File: src/rtl/window_fetch_sequencer.sv
// Window fetch sequencer: walks the window origin across the frame and, for
// each origin, fetches the 32 generator addresses and streams the words out.
// Ports:
//   clk, rst (async, active-high), start -> busy, done
//   cur_addr/addr_sel -> window generator, gen_addr <- generator output
//   mem_req/mem_addr/mem_gnt/mem_rvalid/mem_rdata : one-word read port
//   out_valid/out_ready/out_data/out_idx/out_last : downstream stream
//   pos_row/pos_col : current window position
// Optional: define WFS_STALL_CNT_EN to add stall_cnt (REQ/PUSH stall cycles).
module window_fetch_sequencer #(
    parameter int FRAME_COLS = 64,
    parameter int FRAME_ROWS = 64,
    parameter int WIN_COLS   = 12,
    parameter int WIN_ROWS   = 4,
    parameter int COL_STEP   = 1
) (
    input  logic        clk,
    input  logic        rst,
    input  logic        start,
    output logic        busy,
    output logic        done,
    output logic [31:0] cur_addr,
    output logic [4:0]  addr_sel,
    input  logic [31:0] gen_addr,
    output logic        mem_req,
    output logic [31:0] mem_addr,
    input  logic        mem_gnt,
    input  logic        mem_rvalid,
    input  logic [31:0] mem_rdata,
    output logic        out_valid,
    input  logic        out_ready,
    output logic [31:0] out_data,
    output logic [4:0]  out_idx,
    output logic        out_last,
    output logic [15:0] pos_row,
    output logic [15:0] pos_col
`ifdef WFS_STALL_CNT_EN
    ,
    output logic [31:0] stall_cnt
`endif
);

    typedef enum logic [2:0] {
        S_IDLE,
        S_LAUNCH,
        S_REQ,
        S_WAIT,
        S_PUSH,
        S_ADV,
        S_FIN
    } state_t;

    localparam int COL_MAX = FRAME_COLS - WIN_COLS;
    localparam int ROW_MAX = FRAME_ROWS - WIN_ROWS;

    state_t      r_state;
    state_t      w_state_nxt;
    logic [15:0] r_row;
    logic [15:0] r_col;
    logic [4:0]  r_sel;
    logic [31:0] r_mem_addr;
    logic [31:0] r_out_data;
    logic [4:0]  r_out_idx;
    logic        r_out_last;

    logic [31:0] w_col_sum;
    logic [31:0] w_row_sum;
    logic        w_col_wrap;
    logic        w_scan_end;
    logic        w_start_ok;
    logic        w_sel_last;

    assign w_col_sum  = {16'd0, r_col} + 32'(COL_STEP);
    assign w_row_sum  = {16'd0, r_row} + 32'd1;
    assign w_col_wrap = w_col_sum > 32'(COL_MAX);
    // Last position: keep row/col so cur_addr still shows it after done.
    assign w_scan_end = w_col_wrap && (w_row_sum > 32'(ROW_MAX));
    assign w_start_ok = (r_state == S_IDLE) && start;
    assign w_sel_last = (r_sel == 5'd31);

    always_ff @(posedge clk or posedge rst) begin
        if (rst) begin
            r_state <= S_IDLE;
        end else begin
            r_state <= w_state_nxt;
        end
    end

    always_comb begin
        w_state_nxt = r_state;
        busy        = 1'b0;
        done        = 1'b0;
        mem_req     = 1'b0;
        out_valid   = 1'b0;
        unique case (r_state)
            S_IDLE: begin
                if (start) w_state_nxt = S_LAUNCH;
            end
            S_LAUNCH: begin
                busy        = 1'b1;
                w_state_nxt = S_REQ;
            end
            S_REQ: begin
                busy    = 1'b1;
                mem_req = 1'b1;
                if (mem_gnt) w_state_nxt = S_WAIT;
            end
            S_WAIT: begin
                busy = 1'b1;
                if (mem_rvalid) w_state_nxt = S_PUSH;
            end
            S_PUSH: begin
                busy      = 1'b1;
                out_valid = 1'b1;
                if (out_ready) begin
                    w_state_nxt = w_sel_last ? S_ADV : S_LAUNCH;
                end
            end
            S_ADV: begin
                busy        = 1'b1;
                w_state_nxt = w_scan_end ? S_FIN : S_LAUNCH;
            end
            S_FIN: begin
                done        = 1'b1;
                w_state_nxt = S_IDLE;
            end
            default: begin
                w_state_nxt = S_IDLE;
            end
        endcase
    end

    always_ff @(posedge clk or posedge rst) begin
        if (rst) begin
            r_row      <= '0;
            r_col      <= '0;
            r_sel      <= '0;
            r_mem_addr <= '0;
            r_out_data <= '0;
            r_out_idx  <= '0;
            r_out_last <= 1'b0;
        end else begin
            if (w_start_ok) begin
                r_row <= '0;
                r_col <= '0;
                r_sel <= '0;
            end
            if (r_state == S_LAUNCH) begin
                r_mem_addr <= gen_addr;
            end
            if ((r_state == S_WAIT) && mem_rvalid) begin
                r_out_data <= mem_rdata;
                r_out_idx  <= r_sel;
                r_out_last <= w_sel_last;
            end
            if ((r_state == S_PUSH) && out_ready && !w_sel_last) begin
                r_sel <= r_sel + 5'd1;
            end
            if (r_state == S_ADV) begin
                r_sel <= '0;
                if (!w_scan_end) begin
                    if (w_col_wrap) begin
                        r_col <= '0;
                        r_row <= w_row_sum[15:0];
                    end else begin
                        r_col <= w_col_sum[15:0];
                    end
                end
            end
        end
    end

`ifdef WFS_STALL_CNT_EN
    logic [31:0] r_stall_cnt;
    logic        w_stall;

    assign w_stall = ((r_state == S_REQ) && !mem_gnt) ||
                     ((r_state == S_PUSH) && !out_ready);

    always_ff @(posedge clk or posedge rst) begin
        if (rst) begin
            r_stall_cnt <= '0;
        end else if (w_start_ok) begin
            r_stall_cnt <= '0;
        end else if (w_stall && (r_stall_cnt != '1)) begin
            r_stall_cnt <= r_stall_cnt + 32'd1;
        end
    end

    assign stall_cnt = r_stall_cnt;
`endif

    assign cur_addr  = 32'(r_row) * 32'(FRAME_COLS) + 32'(r_col);
    assign addr_sel  = r_sel;
    assign mem_addr  = r_mem_addr;
    assign out_data  = r_out_data;
    assign out_idx   = r_out_idx;
    assign out_last  = r_out_last;
    assign pos_row   = r_row;
    assign pos_col   = r_col;

endmodule

File: config.mk
export PLATFORM = sky130hd
export DESIGN_NAME = window_fetch_sequencer
export DESIGN_NICKNAME = d
export VERILOG_FILES = /design/src/rtl/window_fetch_sequencer.sv
export SDC_FILE = /design/constraint.sdc
export NUM_CORES = 1
export LEC_CHECK = 0
export ABC_AREA = 1
export CAP_MARGIN = 20
export CORE_MARGIN = 2
export CORE_UTILIZATION = 30
export CTS_CLUSTER_DIAMETER = 100
export DETAILED_ROUTE_END_ITERATION = 8
export HOLD_SLACK_MARGIN = 0.02
export PLACE_DENSITY_LB_ADDON = 0.05
export SETUP_SLACK_MARGIN = 0.4
export SLEW_MARGIN = 20
export SYNTH_ARGS = -nofsm -noshare
export SYNTH_HDL_FRONTEND = slang
export SYNTH_SLANG_ARGS = --single-unit
File: constraint.sdc
create_clock -name clk -period 3.3 [get_ports clk]
set_input_delay 0.495 -clock clk [delete_from_list [all_inputs] [get_ports clk]]
set_output_delay 0.495 -clock clk [all_outputs]
set_load 0.02 [all_outputs]
==> results of run 1 <==
metrics by stage:
step | std cells | area (um2) | utilization (%) | power [mW]
floorplan | 698 | 6050 | - | 3.60
global placement | 1161 | 8430 | 43.0 | 4.88
detailed placement | 1161 | 8430 | 43.0 | 4.90
CTS | 1177 | 8740 | 44.6 | 6.04
global route | 1179 | 8780 | 44.8 | 6.30
finish | 1179 | 8780 | 44.8 | 5.94
registers in the layout (all words and copies together), names as in the netlist:
signal / flops
addr_sel: 5
out_last: 1
pos_row: 16
out_idx: 5
r_state: 3
out_data: 32
pos_col: 16
mem_addr: 32
worst max path at each step:
stage | cells after the start | slack [ns] | endpoint
2_1_floorplan | 12 | 0.47 | cur_addr[16]
3_3_place_gp | 15 | 0.14 | cur_addr[20]
3_5_place_dp | 15 | 0.12 | cur_addr[18]
4_1_cts | 14 | 0.26 | cur_addr[18]
5_1_grt | 15 | 0.33 | cur_addr[18]
6_report | 14 | 0.48 | cur_addr[18]
cells in the final DEF (no fill, tap or decap), types with 5 or more instances in the layout:
cell and n:
sky130_fd_sc_hd__dfrtp_1 109, sky130_fd_sc_hd__mux2_2 64, sky130_fd_sc_hd__xor2_1 12, sky130_fd_sc_hd__nor2_1 57
sky130_fd_sc_hd__nor3_1 5, sky130_fd_sc_hd__nand2_1 170, sky130_fd_sc_hd__nand3_1 53, sky130_fd_sc_hd__buf_4 28
sky130_fd_sc_hd__nor2_2 8, sky130_fd_sc_hd__nor2_4 5, sky130_fd_sc_hd__o21ai_0 13, sky130_fd_sc_hd__clkbuf_16 9
sky130_fd_sc_hd__inv_1 83, sky130_fd_sc_hd__conb_1 9, sky130_fd_sc_hd__ha_1 12, sky130_fd_sc_hd__o21ai_1 5
sky130_fd_sc_hd__nand4_1 14, sky130_fd_sc_hd__nand2_2 5, sky130_fd_sc_hd__a21oi_1 6, sky130_fd_sc_hd__clkdlybuf4s50_1 190
tightest hold or removal path: stages, from the launching register on:
cell and delay, ns:
sky130_fd_sc_hd__dfrtp_1 0.35, sky130_fd_sc_hd__nand2_1 0.05, sky130_fd_sc_hd__o21ai_0 0.06
layer usage:
| layer | global-route usage (%) | vias to the layer above | part of all wire [%] | wire length, um |
|---|---|---|---|---|
| li1 | - | 2632 | - | - |
| met1 | 20.2 | 2504 | 42 | 7320 |
| met5 | 0 | - | 0 | 0 |
| met4 | 4.17 | 0 | 0.85 | 146 |
| met2 | 27.0 | 171 | 48 | 8220 |
| met3 | 6.90 | 11 | 9.1 | 1570 |
kinds of logic after synthesis:
kind of cell,synth area share [%]
buffers and inverters,8.28
AO/OA/AOI/OAI,3.29
flip-flops,45.8
adder cells (fa/ha/maj),3.66
multiplexers,12.0
XOR/XNOR,2.04
other,0.0624
AND/OR/NAND/NOR,24.9
repair_timing:
| item | in CTS | in global routing |
|---|---|---|
| setup buffers | 0 | 2 |
| gates resized for setup | 41 | 24 |
| hold buffers | 0 | 0 |
| pin swaps | 1 | 2 |
| setup endpoints to repair | 14 | 11 |
final cells by class:
class / instances / share of cell area, %
multi-input combinational: 473 / 32.7
sequential: 110 / 31.4
timing repair buffer: 227 / 25.0
inverter: 88 / 3.84
tap: 265 / 3.78
clock buffer: 9 / 2.57
clock inverter: 7 / 0.741
power by group through the flow:
stage          sequential [mW]  combinational, mW  clock (mW)
2_1_floorplan             2.62              0.988           0
3_3_place_gp              2.08               2.80           0
3_5_place_dp              2.09               2.81           0
4_1_cts                   2.08               2.82        1.14
5_1_grt                   2.13               2.98        1.18
6_report                  2.07               2.78        1.09
==> out/qor_table.md, run 1 <==
| Item | Value | Unit |
|---|---|---|
| Count of buffers from port buffering | 203 | - |
| Max rail drop VDD | 396 | uV |
| Post-synth cell types | 41 | - |
| Most frequent CP cell | sky130_fd_sc_hd__nand2_1 | - |
| Total Routed Length | 17300 | um |
| Crit start category | flop | - |
| Yosys reg bits | 110 | - |
| Count of vias placed by the detailed router | 5318 | - |
| Die boundary width | 146 | um |
| Worst-case hold slack | 0.493 | ns |
| Seq/Total Area, Yosys | 45.8 | % |
| Antenna Nets Post-Route | 0 | - |
| Critical-path top delay cell | sky130_fd_sc_hd__dfrtp_1 | - |
| Top post-synthesis cells by count | sky130_fd_sc_hd__nand2_1 (172), sky130_fd_sc_hd__dfrtp_1 (110), sky130_fd_sc_hd__inv_1 (85), sky130_fd_sc_hd__mux2_2 (64), sky130_fd_sc_hd__nor2_1 (57) | - |
| Length of the first detailed-routing pass in iterations | 4 | - |
| Synthesis Warnings | 0 | - |
| Number of antenna violations at the first check in global routing | 0 | - |
| Setup repair after global routing missed its margin | yes | - |
| Switching part of the total | 36.7 | % |
| Required time of the critical path | 2.80 | ns |
| Maximum fanout encountered on the critical timing path | 6 | - |
| DRC | 0 | - |
| Worst Clk Skew | 0.00807 | ns |
| Fraction of power consumed by sequential logic | 34.9 | % |
| Crit path capture type | output pin | - |
| Final weighted congestion in routability-driven placement | 0.810 | - |
| Average routed wire per standard cell | 14.6 | um |
| Wire length of the first global-routing pass | 28200 | um |
| Area of the multi-input gates | 2870 | um2 |
| Slew margin rel. | 41.6 | % |
| Max-cap check violation count | 0 | - |
| Terminating pin of the worst hold path | out_idx[4] | - |
| Register cell area after layout | 2750 | um2 |
| Starting utilization of the core area | 30.7 | % |
| Family of cells with the greatest summed delay on the critical path | adder cells | - |
| Total clock sinks | 110 | - |
| Root buffer selected by CTS | sky130_fd_sc_hd__clkbuf_16 | - |
| Largest cells by area after synthesis | sky130_fd_sc_hd__dfrtp_1 (46%), sky130_fd_sc_hd__mux2_2 (12%), sky130_fd_sc_hd__nand2_1 (11%) | - |
| PD cells | 676 | nW/um2 |
| Worst setup slack for register-to-register paths | 0.87 | ns |
| Area added between synthesis and finish | 46.0 | % |
| FP Rows | 51 | - |
| Mean instance size in the synthesized netlist | 8.71 | um2 |
| Static Leakage | 4.09 | nW |
| Max clock buf depth | 2 | - |
| Number of endpoints with negative hold slack in the final report | 0 | - |
| Portion of total power attributed to the clock network | 18.3 | % |
| Ant. Diodes | 0 | - |
| Class of the tightest hold or removal check | reg -> reg | - |
| Share of synthesized registers carrying an async set or reset | 100 | % |
| Worst min-delay path startpoint | out_idx[4] | - |
| Vias per inst | 4.51 | - |
| Crit path launch | pos_row[0] | - |
| Accumulated negative setup slack | 0 | ns |
| CP peak stage delay | 0.36 | ns |
| Count of flip-flops with a built-in enable after synthesis | 0 | - |
| Clock-pin transition on the worst setup and hold timing paths | 0.08 | ns |
| Fraction of final layout cells sized beyond drive strength 1 | 17.1 | % |
| Die height | 146 | um |
| Ordered cell list for the critical path | ha_2, inv_2, fa_2, o21ai_2, nand2_1, nand2_1, nand2_1, nand2_2, nand3_2, nand2_4, a21boi_4, o21ai_1, nand2_1, buf_4 | - |
| Clock latency reported for the late side of the worst-skew pair | 0.36 | ns |
| Post-synthesis cell type with the largest combined area | sky130_fd_sc_hd__dfrtp_1 | - |
| Result of the run | finished, final reports clean | - |
| Worst setup slack after layout | 0.481 | ns |
| Worst setup slack after placement | 0.117 | ns |
| WHS Path Cells | 2 | - |
| Std-Cell Core Area | 19600 | um2 |
| Destination of the worst register-to-register timing path | pos_col[3] | - |
| Fin. max-slew vios | 0 | - |
| Filler cell count | 1905 | - |
| Min Clock Period, post-route | 2.82 | ns |
| Hpwl dp | 12900 | um |
| Worst setup path category | reg -> out | - |
| Sw Pwr | 2.18 | mW |
| Nets | 996 | - |
| Proportion of power drawn by combinational gates | 46.8 | % |
| Combined buffer and inverter count along the critical path | 2 | - |
| Number of cells on the worst reg-to-reg path | 13 | - |
| Final setup fails | 0 | - |
| Vias in the first global route | 5387 | - |
| Worst reg2reg startpoint | pos_row[0] | - |
| Number of design-rule violations left by the first detailed-router iteration | 192 | - |
| Internal power consumption | 3.76 | mW |
| GRT Overall Usage | 16.5 | % |
| Library cell with the highest instance count after synthesis | sky130_fd_sc_hd__nand2_1 | - |
| Number of buffers added by the clock tree synthesis step | 9 | - |
| Synthesized netlist cell count | 690 | - |
| TritonCTS clock tree | yes | - |
| Number of top-level pins | 213 | - |
| Die area | 21200 | um2 |
| Netlist area before placement | 6010 | um2 |
| Transition at the pin with the smallest max-transition slack | 0.874 | ns |
| Top flip-flop cell by instance count after synthesis | sky130_fd_sc_hd__dfrtp_1 | - |
| Part of the cycle the worst path needs | 85.4 | % |
| Arrival @ worst endpoint | 2.32 | ns |
| Total gr overflow | 0 | - |
| Count of H-tree levels built during CTS | 3 | - |
| Top achievable clock speed | 355 | MHz |
| Top cell type's share of synthesized area | 45.8 | % |
| Maximum number of pins on one net before global-route repair | 111 | - |
No activity file was read; power rests on OpenSTA's default activity.
==> run 2: changes to the inputs <==
Settings changed: CELL_PAD_IN_SITES_DETAIL_PLACEMENT from default to 1, CELL_PAD_IN_SITES_GLOBAL_PLACEMENT from default to 1, CTS_CLUSTER_DIAMETER 100 to 120.
==> run 2 against run 1 <==
Net effect: die area unchanged; setup slack worse by 0.089 ns; hold slack better by 0.0034 ns; flip-flop and latch count did not move; design area is 0.67% higher; via count up 2.6%; critical path type unchanged; highest routed layer unchanged.
==> out/qor_table.md, run 2 (synthesized netlist as in run 1, its figures left out) <==
| Item | Value | Unit | Change |
|---|---|---|---|
| Most common cell after layout, fill and taps aside | sky130_fd_sc_hd__clkdlybuf4s50_1 | - |  |
| Total clock sinks | 110 | - | unchanged |
| Arrival @ worst endpoint | 2.41 | ns | +0.09 ns |
| Top achievable clock speed | 344 | MHz | -3.1% |
| Transition at the pin with the smallest max-transition slack | 0.948 | ns | +0.0738 ns |
| Clock-pin transition on the worst setup and hold timing paths | 0.09 | ns | about the same |
| Crit path capture type | output pin | - |  |
| Most frequent CP cell | sky130_fd_sc_hd__nand2_1 | - |  |
| PD cells | 683 | nW/um2 | +0.98% |
| Number of endpoints with negative hold slack in the final report | 0 | - | unchanged |
| Total gr overflow | 0 | - | unchanged |
| Vias per inst | 4.61 | - | +2.2% |
| Summed area of non-filler cells in the final layout | 8830 | um2 | +0.67% |
| Hpwl dp | 14900 | um | +15% |
| Family of cells with the greatest summed delay on the critical path | adder cells | - |  |
| CP peak stage delay | 0.39 | ns | +0.03 ns |
| Max clock buf depth | 2 | - | unchanged |
| Number of top-level pins | 213 | - | unchanged |
| Max rail drop VDD | 395 | uV | -0.16% |
| Ant. Diodes | 0 | - | unchanged |
| Worst setup slack for register-to-register paths | 0.79 | ns | -0.08 ns |
| Total Routed Length | 19200 | um | +11% |
| Die height | 146 | um | unchanged |
| GRT Overall Usage | 18.3 | % | +1.9 points |
| Clock latency reported for the late side of the worst-skew pair | 0.36 | ns | about the same |
| FP Rows | 51 | - | unchanged |
| Std-Cell Core Area | 19600 | um2 | unchanged |
| DRC | 0 | - | unchanged |
| Fraction of final layout cells sized beyond drive strength 1 | 17.5 | % | +0.45 points |
| Filler cell count | 2304 | - | +21% |
| Fin. max-slew vios | 0 | - | unchanged |
| Nets | 1001 | - | +0.50% |
| Slew margin rel. | 36.6 | % | -5.0 points |
| Number of design-rule violations left by the first detailed-router iteration | 115 | - | -40% |
| Hold-fix buffers at CTS | 0 | - | unchanged |
| Result of the run | finished, final reports clean | - |  |
| Die boundary width | 146 | um | unchanged |
| TritonCTS clock tree | yes | - |  |
| Antenna Nets Post-Route | 0 | - | unchanged |
| Die area | 21200 | um2 | unchanged |
| Static Leakage | 4.11 | nW | +0.53% |
| Number of buffers added by the clock tree synthesis step | 9 | - | unchanged |
| Setup repair after global routing missed its margin | yes | - |  |
| Part of the cycle the worst path needs | 88.1 | % | +2.7 points |
| Maximum number of pins on one net before global-route repair | 58 | - | -48% |
| Average routed wire per standard cell | 16.2 | um | +11% |
| Worst Clk Skew | 0.0155 | ns | +0.00742 ns |
| Maximum fanout encountered on the critical timing path | 6 | - | unchanged |
| Share of the core filled with cells in the final layout | 45.1 | % | +0.30 points |
| Required time of the critical path | 2.80 | ns | about the same |
| Count of vias placed by the detailed router | 5457 | - | +2.6% |
| Ordered cell list for the critical path | ha_2, inv_2, fa_2, o21ai_2, nand2_1, nand2_1, nand2_1, nand2_2, nand3_2, nand2_2, a21boi_4, o21ai_0, nand2_1, buf_4 | - |  |
| Commonest cells after routing, fill and taps aside | sky130_fd_sc_hd__clkdlybuf4s50_1 (190), sky130_fd_sc_hd__nand2_1 (169), sky130_fd_sc_hd__dfrtp_1 (109) | - |  |
| Wire length of the first global-routing pass | 31200 | um | +11% |
| Count of H-tree levels built during CTS | 3 | - | unchanged |
| Worst-case hold slack | 0.497 | ns | +0.00337 ns |
| Length of the first detailed-routing pass in iterations | 4 | - | unchanged |
| Dpl cell area | 8440 | um2 | +0.21% |
| Combined buffer and inverter count along the critical path | 2 | - | unchanged |
| Final setup fails | 0 | - | unchanged |
| Count of buffers from port buffering | 203 | - | unchanged |
| Min Clock Period, post-route | 2.91 | ns | +0.0895 ns |
| Final weighted congestion in routability-driven placement | 0.829 | - | +2.3% |
| Starting utilization of the core area | 30.7 | % | unchanged |
| Class of the tightest hold or removal check | in -> async | - |  |
| Vias in the first global route | 5996 | - | +11% |
| Max-cap check violation count | 0 | - | unchanged |
| Root buffer selected by CTS | sky130_fd_sc_hd__clkbuf_16 | - |  |
| Accumulated negative setup slack | 0 | ns | unchanged |
| Crit start category | flop | - |  |
| Area added between synthesis and finish | 47.0 | % |  |
| Number of antenna violations at the first check in global routing | 0 | - | unchanged |
| Worst setup path category | reg -> out | - |  |
| Critical-path top delay cell | sky130_fd_sc_hd__fa_2 | - |  |
[run 2: cell type report]
cell class              instances  area [um2]  area share [%]
multi-input cells             473        2870            32.5
flip-flops and latches        110        2750            31.2
repair buffers                232        2240            25.3
inverters                      88         337            3.81
well taps                     265         332            3.75
clock buffers                  10         239            2.70
clock inverters                 6        67.6           0.765
[run 2: layer usage]
| metal | part of all wire, % | track usage, % | routed length, um | vias to the layer above |
|---|---|---|---|---|
| li1 | - | - | - | 2638 |
| met1 | 41 | 21.0 | 7770 | 2659 |
| met2 | 49 | 32.1 | 9480 | 147 |
| met3 | 9.0 | 7.46 | 1730 | 13 |
| met4 | 1.0 | 4.12 | 201 | 0 |
| met5 | 0 | 0 | 0 | - |
[run 2: worst paths after layout]
kind / start / end / cells past startpoint
worst max-delay path: pos_col[6] / cur_addr[18] / 14
worst min-delay path: rst / mem_addr[30] / 2
worst max register to register: pos_row[0] / pos_col[3] / 13
worst min register to register: out_idx[4] / out_idx[4] / 2
max in group asynchronous: rst / pos_row[6] / 3
min in group clk: out_idx[4] / out_idx[4] / 2
[run 2: repair_timing]
action | CTS | global route
gates resized for setup | 41 | 21
setup endpoints to repair | 14 | 10
pin swaps | 0 | 9
setup buffers | 0 | 5
[run 2: metrics by stage]
stage,power [mW],setup slack [ns],std cells
final,6.03,0.391,1184
after global routing,6.42,0.236,1184
after CTS,6.13,0.222,1179
after floorplan,3.60,0.468,698
after global placement,4.88,0.106,1163
after detailed placement,4.96,0.0716,1163
[run 2: power breakdown]
group	total, mW	internal, mW	switching, mW
registers	2.08	1.81	0.269
logic	2.83	1.41	1.41
clock network	1.13	0.563	0.565
==> run 3: changes to the inputs <==
Settings changed: ABC_CLOCK_PERIOD_IN_PS from default to 3300.
==> results of run 3 <==
Final layout, timing and power as in run 2 (identical DEF).
==> edit (settings of run 2) <==
The option `WFS_STALL_CNT_EN` is turned on by a define.
--- a/src/rtl/window_fetch_sequencer.sv
+++ b/src/rtl/window_fetch_sequencer.sv
@@ -7,6 +7,8 @@
 //   out_valid/out_ready/out_data/out_idx/out_last : downstream stream
 //   pos_row/pos_col : current window position
 // Optional: define WFS_STALL_CNT_EN to add stall_cnt (REQ/PUSH stall cycles).
+`define WFS_STALL_CNT_EN
+
 module window_fetch_sequencer #(
     parameter int FRAME_COLS = 64,
     parameter int FRAME_ROWS = 64,
Function (old outputs only; new: stall_cnt): kept (Yosys induction, for registers that start in step).
==> edit against run 2 <==
Wire length rose by 39%. Total power rose by 24%. Synthesized area rose by 34%. Synthesized cell count rose by 40%. Final area rose by 31%. Worst setup slack improved by 42 ps. Count of clock-buffer cells in the layout rose by 7. Non-clock buffer count rose by 35. Sequential cell count rose by 32. Critical path type unchanged. Largest cell class unchanged. Largest power group unchanged.
==> edit: results (changes against run 2) <==
outcome: "finished, final reports clean"
postCtsResizedCells: 47  # +15%
sh_seq_area_pct: 30.7  # -0.49 points
nonClkBufAreaFrac_pct: 22.3  # -3.0 points
sw_frac_of_total_pct: 37.6  # +0.33 points
pre_cts_ws_ps: 129  # +57.0 ps
num-nonclk-buffers: 267  # +15%
synth_compound_area_share_pct: 5.76  # +2.5 points
place_hpwl_um: 20400  # +36%
clkPwrFrac_pct: 26.4  # +7.7 points
synth.avg_cell_area_um2: 8.34  # -4.3%
wl_per_cell_um: 16.9  # +4.2%
p_leak_nw: 5.13  # +25%
first_global_vias: 7817  # +30%
synth.area.top_cells: "dfrtp_1, nand2_1, mux2_2, inv_1, nor2_1"
finish.utilization_pct: 44.2  # -0.86 points
grt_start_max_net_pins: 61  # +5.2%
inverters: 122  # +39%
track_usage_pct: 19.2  # +0.85 points
nMultiInputCombCells: 678  # +43%
io_buffers: 235  # +16%
numSequentialCells: 142  # +29%
powerComb_mw: 3.05  # +7.8%
drtIter0Drc: 257  # +120%
worstSkewPairLatency_ps: 430  # +70 ps
nFillCells: 3087  # +34%
cp.arrival_ps: 2370  # -40 ps
multi_input_area_share_pct: 34.1  # +1.6 points
synth_xor_xnor_area_share_pct: 3.26  # +1.2 points
irDropWorstVdd_v: 0.000405  # +2.4%
drt-vias-per-instance: 4.66  # +1.1%
place_congestion: 0.822  # -0.75%
synthTopCellsByCount: "nand2_1, dfrtp_1, inv_1, nor2_1, mux2_2"
dp.cells: 1542  # +33%
numCtsBuffers: 17  # +8
final_nets: 1316  # +31%
==> edit: cell types whose count changed in the layout (fill, tap and decap cells not counted), sizes merged, moves of 16 or more <==
cell	delta
o21ai	+16
clkdlybuf4s50	+32
nand2	+83
nor2	+28
dfrtp	+32
a21oi	+21
nor3	+25
inv	+36
==> edit: routing by layer <==
metal,global-route usage (%),routed length [um],up-vias,share of wire [%]
met5,0,0,-,0
met4,4.27,326,0,1.2
met3,6.46,1790,20,6.7
met2,32.6,12800,166,48
met1,23.6,11700,3546,44
li1,-,-,3611,-
==> edit: final timing paths <==
path / slack [ps] / depth (start not counted) / end
worst max register to register: 900 / 15 / pos_col[11]$_DFF_PP0_
worst min-delay path: 400 / 2 / out_data[24]$_DFFE_PP0P_
worst max-delay path: 430 / 11 / cur_addr[20]
worst min register to register: 500 / 2 / out_idx[3]$_DFFE_PP0P_
min in group clk: 500 / 2 / out_idx[3]$_DFFE_PP0P_
max in group asynchronous: 2140 / 3 / pos_row[4]$_DFF_PP0_
